[src/rtl/ap_ddr_dma_if.sv]
// Bundle of every ap_ddr_dma signal except clock and reset.
//   cmd_*          : command channel from the AP control unit
//   busy/done      : engine status
//   rd_*/wr_*      : burst handshake and beat data to/from the DDR burst controller
//   buf_*          : on-chip buffer RAM ports (read data valid one cycle after buf_rd_en)
// Modports:
//   master : the DMA engine
//   slave  : its environment (control unit, controller and buffer RAM)
interface ap_ddr_dma_if #(
  parameter int unsigned DDR_DATA_WIDTH = 128,
  parameter int unsigned DDR_ADDR_WIDTH = 28,
  parameter int unsigned BUF_ADDR_WIDTH = 12
);
  logic                      cmd_valid;
  logic                      cmd_ready;
  logic                      cmd_dir;
  logic [DDR_ADDR_WIDTH-1:0] cmd_ddr_addr;
  logic [BUF_ADDR_WIDTH-1:0] cmd_buf_addr;
  logic [15:0]               cmd_len;
  logic                      busy;
  logic                      done;

  logic                      rd_burst_req;
  logic [9:0]                rd_burst_len;
  logic [DDR_ADDR_WIDTH-1:0] rd_burst_addr;
  logic                      rd_burst_data_valid;
  logic [DDR_DATA_WIDTH-1:0] rd_burst_data;
  logic                      rd_burst_finish;

  logic                      wr_burst_req;
  logic [9:0]                wr_burst_len;
  logic [DDR_ADDR_WIDTH-1:0] wr_burst_addr;
  logic                      wr_burst_data_req;
  logic [DDR_DATA_WIDTH-1:0] wr_burst_data;
  logic                      wr_burst_finish;

  logic                      buf_wr_en;
  logic [BUF_ADDR_WIDTH-1:0] buf_wr_addr;
  logic [DDR_DATA_WIDTH-1:0] buf_wr_data;
  logic                      buf_rd_en;
  logic [BUF_ADDR_WIDTH-1:0] buf_rd_addr;
  logic [DDR_DATA_WIDTH-1:0] buf_rd_data;

  modport master (
    input  cmd_valid, cmd_dir, cmd_ddr_addr, cmd_buf_addr, cmd_len,
    output cmd_ready, busy, done,
    output rd_burst_req, rd_burst_len, rd_burst_addr,
    input  rd_burst_data_valid, rd_burst_data, rd_burst_finish,
    output wr_burst_req, wr_burst_len, wr_burst_addr, wr_burst_data,
    input  wr_burst_data_req, wr_burst_finish,
    output buf_wr_en, buf_wr_addr, buf_wr_data, buf_rd_en, buf_rd_addr,
    input  buf_rd_data
  );

  modport slave (
    output cmd_valid, cmd_dir, cmd_ddr_addr, cmd_buf_addr, cmd_len,
    input  cmd_ready, busy, done,
    input  rd_burst_req, rd_burst_len, rd_burst_addr,
    output rd_burst_data_valid, rd_burst_data, rd_burst_finish,
    input  wr_burst_req, wr_burst_len, wr_burst_addr, wr_burst_data,
    output wr_burst_data_req, wr_burst_finish,
    input  buf_wr_en, buf_wr_addr, buf_wr_data, buf_rd_en, buf_rd_addr,
    output buf_rd_data
  );
endinterface

[src/rtl/ap_ddr_dma.sv]
// Command-driven DMA engine sitting in front of the DDR burst controller.
// A load moves DDR -> buffer RAM, a store moves buffer RAM -> DDR. Each command of up to
// 65535 beats is split into bursts of at most MAX_BURST beats.
// Ports:
//   clk  : clock
//   rst  : synchronous active-high reset (aborts any command, no done pulse)
//   bus  : ap_ddr_dma_if.master carrying command, status, controller and buffer signals
module ap_ddr_dma #(
  parameter int unsigned DDR_DATA_WIDTH = 128,
  parameter int unsigned DDR_ADDR_WIDTH = 28,
  parameter int unsigned BUF_ADDR_WIDTH = 12,
  parameter int unsigned MAX_BURST      = 64,
  parameter int unsigned ADDR_STEP      = 8
) (
  input logic          clk,
  input logic          rst,
  ap_ddr_dma_if.master bus
);

  typedef enum logic [2:0] {
    StIdle,
    StNext,
    StRdReq,
    StRdWait,
    StWrReq,
    StWrWait,
    StDone
  } state_e;

  state_e                    state_q, state_d;
  logic                      dir_q;
  logic [DDR_ADDR_WIDTH-1:0] ddr_addr_q;
  logic [BUF_ADDR_WIDTH-1:0] buf_wr_addr_q;
  logic [BUF_ADDR_WIDTH-1:0] buf_rd_addr_q;
  logic [15:0]               remaining_q;
  logic [9:0]                blen_q;

  logic                      accept;
  logic                      rd_beat;
  logic                      wr_beat;
  logic                      burst_finish;
  logic [15:0]               remaining_after;
  logic [9:0]                blen_next;
  logic [DDR_ADDR_WIDTH-1:0] burst_bytes;
  logic [DDR_DATA_WIDTH-1:0] rd_beat_data;

  assign accept  = bus.cmd_valid && (state_q == StIdle);
  // Beats are only honoured while a burst of the matching direction is open.
  assign rd_beat = bus.rd_burst_data_valid && ((state_q == StRdReq) || (state_q == StRdWait));
  assign wr_beat = bus.wr_burst_data_req && ((state_q == StWrReq) || (state_q == StWrWait));
  // Finish pulses outside a WAIT state are ignored.
  assign burst_finish = ((state_q == StRdWait) && bus.rd_burst_finish) ||
                        ((state_q == StWrWait) && bus.wr_burst_finish);

  assign remaining_after = remaining_q - 16'(blen_q);
  // MAX_BURST <= 1023, so the narrowed length always fits in 10 bits.
  assign blen_next   = (remaining_q > 16'(MAX_BURST)) ? 10'(MAX_BURST) : remaining_q[9:0];
  assign burst_bytes = DDR_ADDR_WIDTH'(blen_q) * DDR_ADDR_WIDTH'(ADDR_STEP);

  // State register.
  always_ff @(posedge clk) begin
    if (rst) begin
      state_q <= StIdle;
    end else begin
      state_q <= state_d;
    end
  end

  // Next-state logic.
  always_comb begin
    state_d = state_q;
    unique case (state_q)
      StIdle: begin
        if (bus.cmd_valid) begin
          state_d = (bus.cmd_len == 16'd0) ? StDone : StNext;
        end
      end
      StNext:   state_d = dir_q ? StWrReq : StRdReq;
      StRdReq:  if (bus.rd_burst_data_valid) state_d = StRdWait;
      StWrReq:  if (bus.wr_burst_data_req) state_d = StWrWait;
      StRdWait: begin
        if (bus.rd_burst_finish) state_d = (remaining_after == 16'd0) ? StDone : StNext;
      end
      StWrWait: begin
        if (bus.wr_burst_finish) state_d = (remaining_after == 16'd0) ? StDone : StNext;
      end
      StDone:   state_d = StIdle;
      default:  state_d = StIdle;
    endcase
  end

  // FSM-decoded outputs.
  always_comb begin
    bus.cmd_ready    = (state_q == StIdle);
    bus.busy         = (state_q != StIdle);
    bus.done         = (state_q == StDone);
    bus.rd_burst_req = (state_q == StRdReq);
    bus.wr_burst_req = (state_q == StWrReq);
    bus.buf_wr_en    = rd_beat;
    bus.buf_rd_en    = wr_beat;
  end

  // Command and burst bookkeeping.
  always_ff @(posedge clk) begin
    if (rst) begin
      dir_q         <= 1'b0;
      ddr_addr_q    <= '0;
      buf_wr_addr_q <= '0;
      buf_rd_addr_q <= '0;
      remaining_q   <= '0;
      blen_q        <= '0;
    end else begin
      if (accept) begin
        dir_q         <= bus.cmd_dir;
        ddr_addr_q    <= bus.cmd_ddr_addr;
        buf_wr_addr_q <= bus.cmd_buf_addr;
        buf_rd_addr_q <= bus.cmd_buf_addr;
        remaining_q   <= bus.cmd_len;
      end
      if (state_q == StNext) begin
        blen_q <= blen_next;
      end
      // Buffer pointers run on across burst boundaries and wrap silently.
      if (rd_beat) begin
        buf_wr_addr_q <= buf_wr_addr_q + 1'b1;
      end
      if (wr_beat) begin
        buf_rd_addr_q <= buf_rd_addr_q + 1'b1;
      end
      if (burst_finish) begin
        ddr_addr_q  <= ddr_addr_q + burst_bytes;
        remaining_q <= remaining_after;
      end
    end
  end

  assign rd_beat_data      = bus.rd_burst_data;
  assign bus.buf_wr_data   = rd_beat_data;
  assign bus.buf_wr_addr   = buf_wr_addr_q;
  assign bus.buf_rd_addr   = buf_rd_addr_q;
  // Buffer read data lands one cycle after the request, matching the controller's
  // delayed write strobe, so it can be forwarded without a register.
  assign bus.wr_burst_data = bus.buf_rd_data;

  assign bus.rd_burst_len  = blen_q;
  assign bus.rd_burst_addr = ddr_addr_q;
  assign bus.wr_burst_len  = blen_q;
  assign bus.wr_burst_addr = ddr_addr_q;

endmodule

[src/flat_wrapper.sv]
// flat-port wrapper written by rule: the top's interface ports become plain ports
module ap_ddr_dma_flat 
#(
  parameter int unsigned DDR_DATA_WIDTH = 128,
  parameter int unsigned DDR_ADDR_WIDTH = 28,
  parameter int unsigned BUF_ADDR_WIDTH = 12,
  parameter int unsigned MAX_BURST      = 64,
  parameter int unsigned ADDR_STEP      = 8
)
  (clk, rst, bus_cmd_valid, bus_cmd_dir, bus_cmd_ddr_addr, bus_cmd_buf_addr, bus_cmd_len, bus_cmd_ready, bus_busy, bus_done, bus_rd_burst_req, bus_rd_burst_len, bus_rd_burst_addr, bus_rd_burst_data_valid, bus_rd_burst_data, bus_rd_burst_finish, bus_wr_burst_req, bus_wr_burst_len, bus_wr_burst_addr, bus_wr_burst_data, bus_wr_burst_data_req, bus_wr_burst_finish, bus_buf_wr_en, bus_buf_wr_addr, bus_buf_wr_data, bus_buf_rd_en, bus_buf_rd_addr, bus_buf_rd_data);
  ap_ddr_dma_if #(.DDR_DATA_WIDTH(DDR_DATA_WIDTH), .DDR_ADDR_WIDTH(DDR_ADDR_WIDTH), .BUF_ADDR_WIDTH(BUF_ADDR_WIDTH)) bus_i ();
  input logic clk;
  input logic rst;
  input wire logic [$bits(bus_i.cmd_valid)-1:0] bus_cmd_valid;
  input wire logic [$bits(bus_i.cmd_dir)-1:0] bus_cmd_dir;
  input wire logic [$bits(bus_i.cmd_ddr_addr)-1:0] bus_cmd_ddr_addr;
  input wire logic [$bits(bus_i.cmd_buf_addr)-1:0] bus_cmd_buf_addr;
  input wire logic [$bits(bus_i.cmd_len)-1:0] bus_cmd_len;
  output wire logic [$bits(bus_i.cmd_ready)-1:0] bus_cmd_ready;
  output wire logic [$bits(bus_i.busy)-1:0] bus_busy;
  output wire logic [$bits(bus_i.done)-1:0] bus_done;
  output wire logic [$bits(bus_i.rd_burst_req)-1:0] bus_rd_burst_req;
  output wire logic [$bits(bus_i.rd_burst_len)-1:0] bus_rd_burst_len;
  output wire logic [$bits(bus_i.rd_burst_addr)-1:0] bus_rd_burst_addr;
  input wire logic [$bits(bus_i.rd_burst_data_valid)-1:0] bus_rd_burst_data_valid;
  input wire logic [$bits(bus_i.rd_burst_data)-1:0] bus_rd_burst_data;
  input wire logic [$bits(bus_i.rd_burst_finish)-1:0] bus_rd_burst_finish;
  output wire logic [$bits(bus_i.wr_burst_req)-1:0] bus_wr_burst_req;
  output wire logic [$bits(bus_i.wr_burst_len)-1:0] bus_wr_burst_len;
  output wire logic [$bits(bus_i.wr_burst_addr)-1:0] bus_wr_burst_addr;
  output wire logic [$bits(bus_i.wr_burst_data)-1:0] bus_wr_burst_data;
  input wire logic [$bits(bus_i.wr_burst_data_req)-1:0] bus_wr_burst_data_req;
  input wire logic [$bits(bus_i.wr_burst_finish)-1:0] bus_wr_burst_finish;
  output wire logic [$bits(bus_i.buf_wr_en)-1:0] bus_buf_wr_en;
  output wire logic [$bits(bus_i.buf_wr_addr)-1:0] bus_buf_wr_addr;
  output wire logic [$bits(bus_i.buf_wr_data)-1:0] bus_buf_wr_data;
  output wire logic [$bits(bus_i.buf_rd_en)-1:0] bus_buf_rd_en;
  output wire logic [$bits(bus_i.buf_rd_addr)-1:0] bus_buf_rd_addr;
  input wire logic [$bits(bus_i.buf_rd_data)-1:0] bus_buf_rd_data;
  assign bus_i.cmd_valid = bus_cmd_valid;
  assign bus_i.cmd_dir = bus_cmd_dir;
  assign bus_i.cmd_ddr_addr = bus_cmd_ddr_addr;
  assign bus_i.cmd_buf_addr = bus_cmd_buf_addr;
  assign bus_i.cmd_len = bus_cmd_len;
  assign bus_cmd_ready = bus_i.cmd_ready;
  assign bus_busy = bus_i.busy;
  assign bus_done = bus_i.done;
  assign bus_rd_burst_req = bus_i.rd_burst_req;
  assign bus_rd_burst_len = bus_i.rd_burst_len;
  assign bus_rd_burst_addr = bus_i.rd_burst_addr;
  assign bus_i.rd_burst_data_valid = bus_rd_burst_data_valid;
  assign bus_i.rd_burst_data = bus_rd_burst_data;
  assign bus_i.rd_burst_finish = bus_rd_burst_finish;
  assign bus_wr_burst_req = bus_i.wr_burst_req;
  assign bus_wr_burst_len = bus_i.wr_burst_len;
  assign bus_wr_burst_addr = bus_i.wr_burst_addr;
  assign bus_wr_burst_data = bus_i.wr_burst_data;
  assign bus_i.wr_burst_data_req = bus_wr_burst_data_req;
  assign bus_i.wr_burst_finish = bus_wr_burst_finish;
  assign bus_buf_wr_en = bus_i.buf_wr_en;
  assign bus_buf_wr_addr = bus_i.buf_wr_addr;
  assign bus_buf_wr_data = bus_i.buf_wr_data;
  assign bus_buf_rd_en = bus_i.buf_rd_en;
  assign bus_buf_rd_addr = bus_i.buf_rd_addr;
  assign bus_i.buf_rd_data = bus_buf_rd_data;
  ap_ddr_dma #(.DDR_DATA_WIDTH(DDR_DATA_WIDTH), .DDR_ADDR_WIDTH(DDR_ADDR_WIDTH), .BUF_ADDR_WIDTH(BUF_ADDR_WIDTH), .MAX_BURST(MAX_BURST), .ADDR_STEP(ADDR_STEP)) u_core (.clk(clk), .rst(rst), .bus(bus_i));
endmodule
[config.mk]
export PLATFORM = sky130hd
export DESIGN_NAME = ap_ddr_dma_flat
export DESIGN_NICKNAME = d
export VERILOG_FILES = /design/src/rtl/ap_ddr_dma_if.sv /design/src/rtl/ap_ddr_dma.sv /design/src/flat_wrapper.sv
export SDC_FILE = /design/constraint.sdc
export NUM_CORES = 1
export LEC_CHECK = 0
export ABC_AREA = 1
export CORE_AREA = 2 2 263 265
export CTS_BUF_LIST = sky130_fd_sc_hd__clkbuf_16
export CTS_CLUSTER_DIAMETER = 80
export CTS_CLUSTER_SIZE = 30
export DETAILED_ROUTE_END_ITERATION = 8
export DIE_AREA = 0 0 265 267
export MAX_ROUTING_LAYER = met4
export PLACE_DENSITY_LB_ADDON = 0.2
export SETUP_SLACK_MARGIN = 0.2
export SLEW_MARGIN = 20
export SYNTH_ARGS = -nofsm -noshare
export SYNTH_HDL_FRONTEND = slang
export SYNTH_SLANG_ARGS = --single-unit
export TNS_END_PERCENT = 30
[constraint.sdc]
create_clock -name clk -period 2.56 [get_ports clk]
set_input_delay 0.384 -clock clk [delete_from_list [all_inputs] [get_ports clk]]
set_output_delay 0.384 -clock clk [all_outputs]
set_load 0.005 [all_outputs]
# [Yosys cells after proc, flatten, opt, wreduce, memory -nomap -nowiden]
# Cells that the tools add are included.
[totals] output_inout_bits=363 input_bits=320 regBits=82 elab_cells=56
[classes] eq_ne=11 reduce_logical=16 n_addsub=4 n_mux=17 magnitude_cmp=1
[ops] cell="$mux W28" count=2
[ops] cell="$mux W12" count=3
[ops] cell="$logic_not A16 Y1" count=2
[ops] cell="$mux W16" count=2
[ops] cell="$add A28 B13 Y28" count=1
[ops] cell="$add A12 B1 Y12 const B" count=2
[ops] cell="$mux W3" count=8
[ops] cell="$pmux W3 S6" count=1
[ops] cell="$gt A16 B7 Y1 const B" count=1
[ops] cell="$sub A16 B10 Y16" count=1
[ops] cell="$mux W10" count=1
[ops] cell="$eq A3 B3 Y1 const B" count=3
[ops] cell="$eq A3 B2 Y1 const B" count=2
[ops] cell="$ne A2 B2 Y1 const B" count=3
[ops] cell="$reduce_bool A2 Y1" count=3
[ops] cell="$logic_and A1 B1 Y1" count=5
[ops] cell="$reduce_and A5 Y1" count=1
[ops] cell="$ne A2 B1 Y1 const B" count=2
[ops] cell="$eq A3 B1 Y1 const B" count=1
[ops] cell="$logic_not A3 Y1" count=1
[ops] cell="$logic_or A1 B1 Y1" count=3
[ops] cell="$reduce_bool A3 Y1" count=1

# [Logic depth before layout (Yosys ltp)]
[depth] ltp_word=5 depth_mapped=20 depth_no_buf=19

# [Worst setup path after synthesis]
# No wires, ideal clock.
[synth_path] kind="register to register" start="reg u_core.blen_q[0], in the netlist u_core.bus.rd_burst_len[0]" end="reg u_core.ddr_addr_q[27], in the netlist u_core.bus.rd_burst_addr[27]" slack_ns=0.377 path_stages_with_launch=16 t_required_ns=2.451 n_path_buf=0 arrival_ns=2.074 period_less_slack_ns=2.183 setup_time_ns=0.109 cell_sequence="dfxtp_1 > ha_1 > inv_1 > fa_1 > inv_1 > nand2_1 > a21oi_1 > a21oi_2 > o21ai_2 > nand2_1 > nand2_1 > nand3_1 > nand3_1 > o211ai_1 > nand2_1 > inv_1"
[synth_between] elab_chain_len=2
[synth_rtl] item="start: declaration" line_no="ap_ddr_dma.sv:36" source="logic [9:0] blen_q;"
[synth_rtl] item="start signal: assignment" line_no="ap_ddr_dma.sv:121" source="blen_q <= blen_next;"
[synth_rtl] item="$add A28 B13 Y28" line_no="ap_ddr_dma.sv:131" source="ddr_addr_q <= ddr_addr_q + burst_bytes;"
[synth_rtl] item="$mux W28" line_no="ap_ddr_dma.sv:130" source="if (burst_finish) begin"
[synth_rtl] item="end signal: assignment" line_no="ap_ddr_dma.sv:115" source="ddr_addr_q <= bus.cmd_ddr_addr;"
[synth_rtl] item="end signal: assignment" line_no="ap_ddr_dma.sv:131"
[synth_rtl] item="end: declaration" line_no="ap_ddr_dma.sv:32" source="logic [DDR_ADDR_WIDTH-1:0] ddr_addr_q;"
# No other way between the ends.
# A chain may end at the register's enable or synchronous reset.

# [Worst setup path in the final report]
[layout_path] start="reg u_core.blen_q[0], in the netlist u_core.bus.rd_burst_len[0]" end="reg u_core.state_q[1]"
[layout_between] elab_chain_len=5 word_cells_on_any_way=6 cone_classes="add/sub: 1; mux: 4; reduce/logical: 1"
[layout_rtl] item="$sub A16 B10 Y16 *" line_no="ap_ddr_dma.sv:55" source="assign remaining_after = remaining_q - 16'(blen_q);"
[layout_rtl] item="$logic_not A16 Y1 *" line_no="ap_ddr_dma.sv:82, ap_ddr_dma.sv:85"
[layout_rtl] item="$mux W3 *" line_no="ap_ddr_dma.sv:82, ap_ddr_dma.sv:85"
[layout_rtl] item="$mux W3 (on tied branches)" line_no="ap_ddr_dma.sv:85, ap_ddr_dma.sv:82"
[layout_rtl] item="$pmux W3 S6 *" line_no="ap_ddr_dma.sv:72" source="unique case (state_q)"
[layout_rtl] item="end signal: assignment" line_no="ap_ddr_dma.sv:63" source="state_q <= StIdle;"
[layout_rtl] item="end signal: assignment" line_no="ap_ddr_dma.sv:65" source="state_q <= state_d;"
[layout_rtl] item="end: declaration" line_no="ap_ddr_dma.sv:30" source="state_e state_q, state_d;"
# Mark *: on every way between the ends. The rest lies on a longest branch, timed or not. The select of a mux whose other input is x is not followed.

==> impl_metrics.py <==
metrics = {
    "floorplan": {
        "dieArea_mm2": 0.0708,
        "io_pins": 683,
        "die_w_um": 265,
        "initial_core_util": 0.115,
        "coreArea_mm2": 0.0680,
        "rows": 96,
        "die_h_um": 267,
    },
    "sta": {
        "period_needed_ns": 2.29,
        "min_period_over_period": 0.896,
        "worst_hold_slack_ns": 0.474,
        "tns_ns": 0,
        "slew_headroom": 0.488,
        "rsz0062_at_grt": "yes",
        "skew_ns": 0.00849,
        "tightest_slew_ns": 0.768,
        "slew_violations": 0,
        "setup_viol": 0,
        "hold_viol": 0,
        "fmaxAchievable_mhz": 436,
    },
    "global_routing": {
        "grt_max_degree": 56,
        "grt_pass1_wl_um": 51100,
        "gr-total-overflow": 0,
        "antenna_found_initial": 5,
        "grt_usage": 0.104,
        "grt_pass1_vias": 6963,
    },
    "finish": {
        "post-route-util": 0.133,
        "layout.nets": 1426,
        "drive_above_1_share": 0.122,
        "area_growth_pct": 15.9,
    },
    "placement": {
        "gp_congestion": 0.805,
        "hpwl_um": 30200,
        "io_buffers": 170,
    },
    "route": {
        "vias_per_cell": 3.53,
        "wl_um": 36200,
        "drt_pass1_iterations": 5,
        "avgRoutedWirePerCell_um": 18.3,
        "drc": 0,
        "drt_iter0_drc": 444,
        "dr_total_vias": 6974,
        "ant_nets": 0,
    },
    "clock_tree": {
        "clk_latency_ns": 0.38,
        "clockBufferDepth": 2,
        "cts_inserted_buffers": 9,
        "cts_sinks": 82,
        "cts_max_level": 3,
        "clk_pin_slew_ns": 0.07,
        "hold_buffers": 0,
        "cts_tree": "built",
        "clock-root-buffer": "clkbuf_16",
    },
    "setup_path": {
        "cp_max_fo": 4,
        "required_ns": 2.87,
        "critPathArrivalTime_ns": 2.60,
        "max_stage_delay_ns": 0.54,
        "endpoint_kind": "register",
        "cpMaxStageDelayCell": "fa_2",
        "crit_path_start_kind": "register",
        "crit_type": "register to register",
        "path_cells": "buf_6 -> ha_4 -> fa_2 -> nand2_1 -> nor2_2 -> nand3_2 -> nor2_1 -> nand3_1 -> nor2_1 -> nand4_1 -> nand2_1 -> nand2_2 -> a21oi_2",
    },
    "synthesis": {
        "async_flop_share": 0,
        "ys.flop_type": "dfxtp_1",
        "ys_top_cells_by_area": "buf_4 29%, dfxtp_1 21%, nand2_1 12%",
        "syn_inst": 1178,
        "yosysTopAreaCellShare": 0.286,
        "synth-edff-count": 0,
        "synth.distinct_cells": 45,
        "ys_ff_latch": 82,
        "syn_area_per_cell_um2": 6.63,
        "ys_seq_area_frac": 0.210,
        "yosysTopAreaCell": "buf_4",
        "synthesis.nets": 1522,
        "ys_warn_count": 0,
        "syn_area_mm2": 0.00781,
    },
    "min_path": {
        "hold_path_class": "register to register",
    },
    "power": {
        "ir_drop_uv": 340,
        "leakage_nw": 3.47,
        "p_per_area_mw_per_mm2": 931,
    },
    "status": {
        "status": "complete, no violations",
    },
    "flow_run": {
        "max_cap_viol_count": 0,
    },
}
-- final timing paths --
| kind | from | end | slack (ns) | cells after the start |
|---|---|---|---|---|
| worst max-delay path | u_core.bus.rd_burst_len[0]$_SDFFE_PP0N_ | u_core.state_q[1]$_SDFFE_PP0P_ | 0.27 | 13 |
| worst min-delay path | u_core.dir_q$_SDFFE_PP0P_ | u_core.dir_q$_SDFFE_PP0P_ | 0.47 | 2 |
| worst max register to register | u_core.bus.rd_burst_len[0]$_SDFFE_PP0N_ | u_core.state_q[1]$_SDFFE_PP0P_ | 0.27 | 13 |
| worst min register to register | u_core.dir_q$_SDFFE_PP0P_ | u_core.dir_q$_SDFFE_PP0P_ | 0.47 | 2 |
-- per-layer routing --
layer	global-route usage	wire, µm
met5	-	0
met4	0.0550	1760
met3	0.0431	3460
met2	0.153	15500
met1	0.119	15400
-- per-stage QoR --
step                      total power [mW]  setup slack [ns]  cell area, µm²  cells
final                                 8.43             0.265            9050   1974
after global routing                  9.27            0.0816            9050   1973
after CTS                             8.30             0.197            8850   1963
after detailed placement              6.90             0.136            8580   1947
after global placement                6.95             0.192            8580   1947
after floorplan                       5.07             0.377            7810   1178
-- worst max-delay path, delay by kind of cell, from the launching register on --
family                     cells  cell delay [ns]
AOI/OAI and AO/OA              1             0.15
and+or+nand+nor                9             0.94
DFF                            1             0.33
buffers and inverters          1             0.12
adders and majority gates      2             0.70
-- placed cells by master (no fill, tap or decap), drive strengths merged, types with 15 or more instances in the layout --
cell type	netlist	layout
a21oi	65	65
o21ai	39	39
ha	22	22
nand3	61	61
a22oi	29	29
nand2	251	251
a31oi	18	18
clkdlybuf4s50	0	169
nor2	80	80
buf	306	43
nor3	15	15
dfxtp	82	82
inv	126	127
-- area by class of cell --
cell class | instances | area [µm²]
diodes | 5 | 12.5
clock buffers | 9 | 225
clock inverters | 7 | 45.0
fillers | 7905 | 58900
inverters | 129 | 484
multi-input cells | 648 | 3490
flip-flops and latches | 82 | 1650
well taps | 882 | 1100
repair buffers | 212 | 2040
-- registers in the layout (all words and copies together), names as in the netlist --
register,cells
u_core.bus.buf_wr_addr,12
u_core.bus.rd_burst_len,10
u_core.bus.buf_rd_addr,12
u_core.bus.rd_burst_addr,28
u_core.remaining_q,16
u_core.dir_q,1
u_core.state_q,3
-- kinds of logic after synthesis --
logic type / synth area share
XOR/XNOR: 0.0112
multiplexers: 0.00144
flip-flops: 0.210
AND/OR/NAND/NOR: 0.240
AO/OA/AOI/OAI: 0.137
buffers and inverters: 0.360
adder cells (fa/ha/maj): 0.0404
-- synthesized netlist by cell type, types with 2 or more instances --
| library cell | instances |
|---|---|
| fa_1 | 2 |
| clkbuf_1 | 13 |
| buf_4 | 297 |
| o211ai_1 | 7 |
| clkinv_1 | 3 |
| nor2_2 | 5 |
| nand3_1 | 61 |
| nor2_4 | 2 |
| a21oi_1 | 62 |
| a22oi_1 | 29 |
| a21boi_2 | 2 |
| a221oi_1 | 2 |
| nor4_1 | 7 |
| dfxtp_1 | 82 |
| nor3_1 | 14 |
| a31oi_1 | 18 |
| inv_2 | 5 |
| o221ai_1 | 4 |
| and2_1 | 2 |
| nand2_1 | 248 |
| inv_1 | 121 |
| o21ai_0 | 34 |
| or2_2 | 7 |
| nand3b_1 | 6 |
| nand2_2 | 3 |
| nand4_1 | 8 |
| xor2_1 | 4 |
| ha_1 | 22 |
| o21ai_1 | 4 |
| buf_2 | 9 |
| nor2_1 | 73 |
| a21oi_2 | 3 |
| xnor2_1 | 6 |
| o311ai_0 | 2 |
-- where the power goes --
part | leakage, nW | switching, mW | internal [mW]
clock | 0.127 | 0.642 | 0.655
sequential | 0.675 | 0.372 | 1.58
combinational | 2.67 | 3.01 | 2.17
-- timing repair --
action	4_1_cts	5_1_grt
pin swaps	0	18
endpoints found under the hold margin	0	0
setup buffers	0	6
gates cloned	0	0
gates resized for setup	2	46
endpoints found under the setup margin	5	16
No activity file was read; power rests on OpenSTA's default activity.
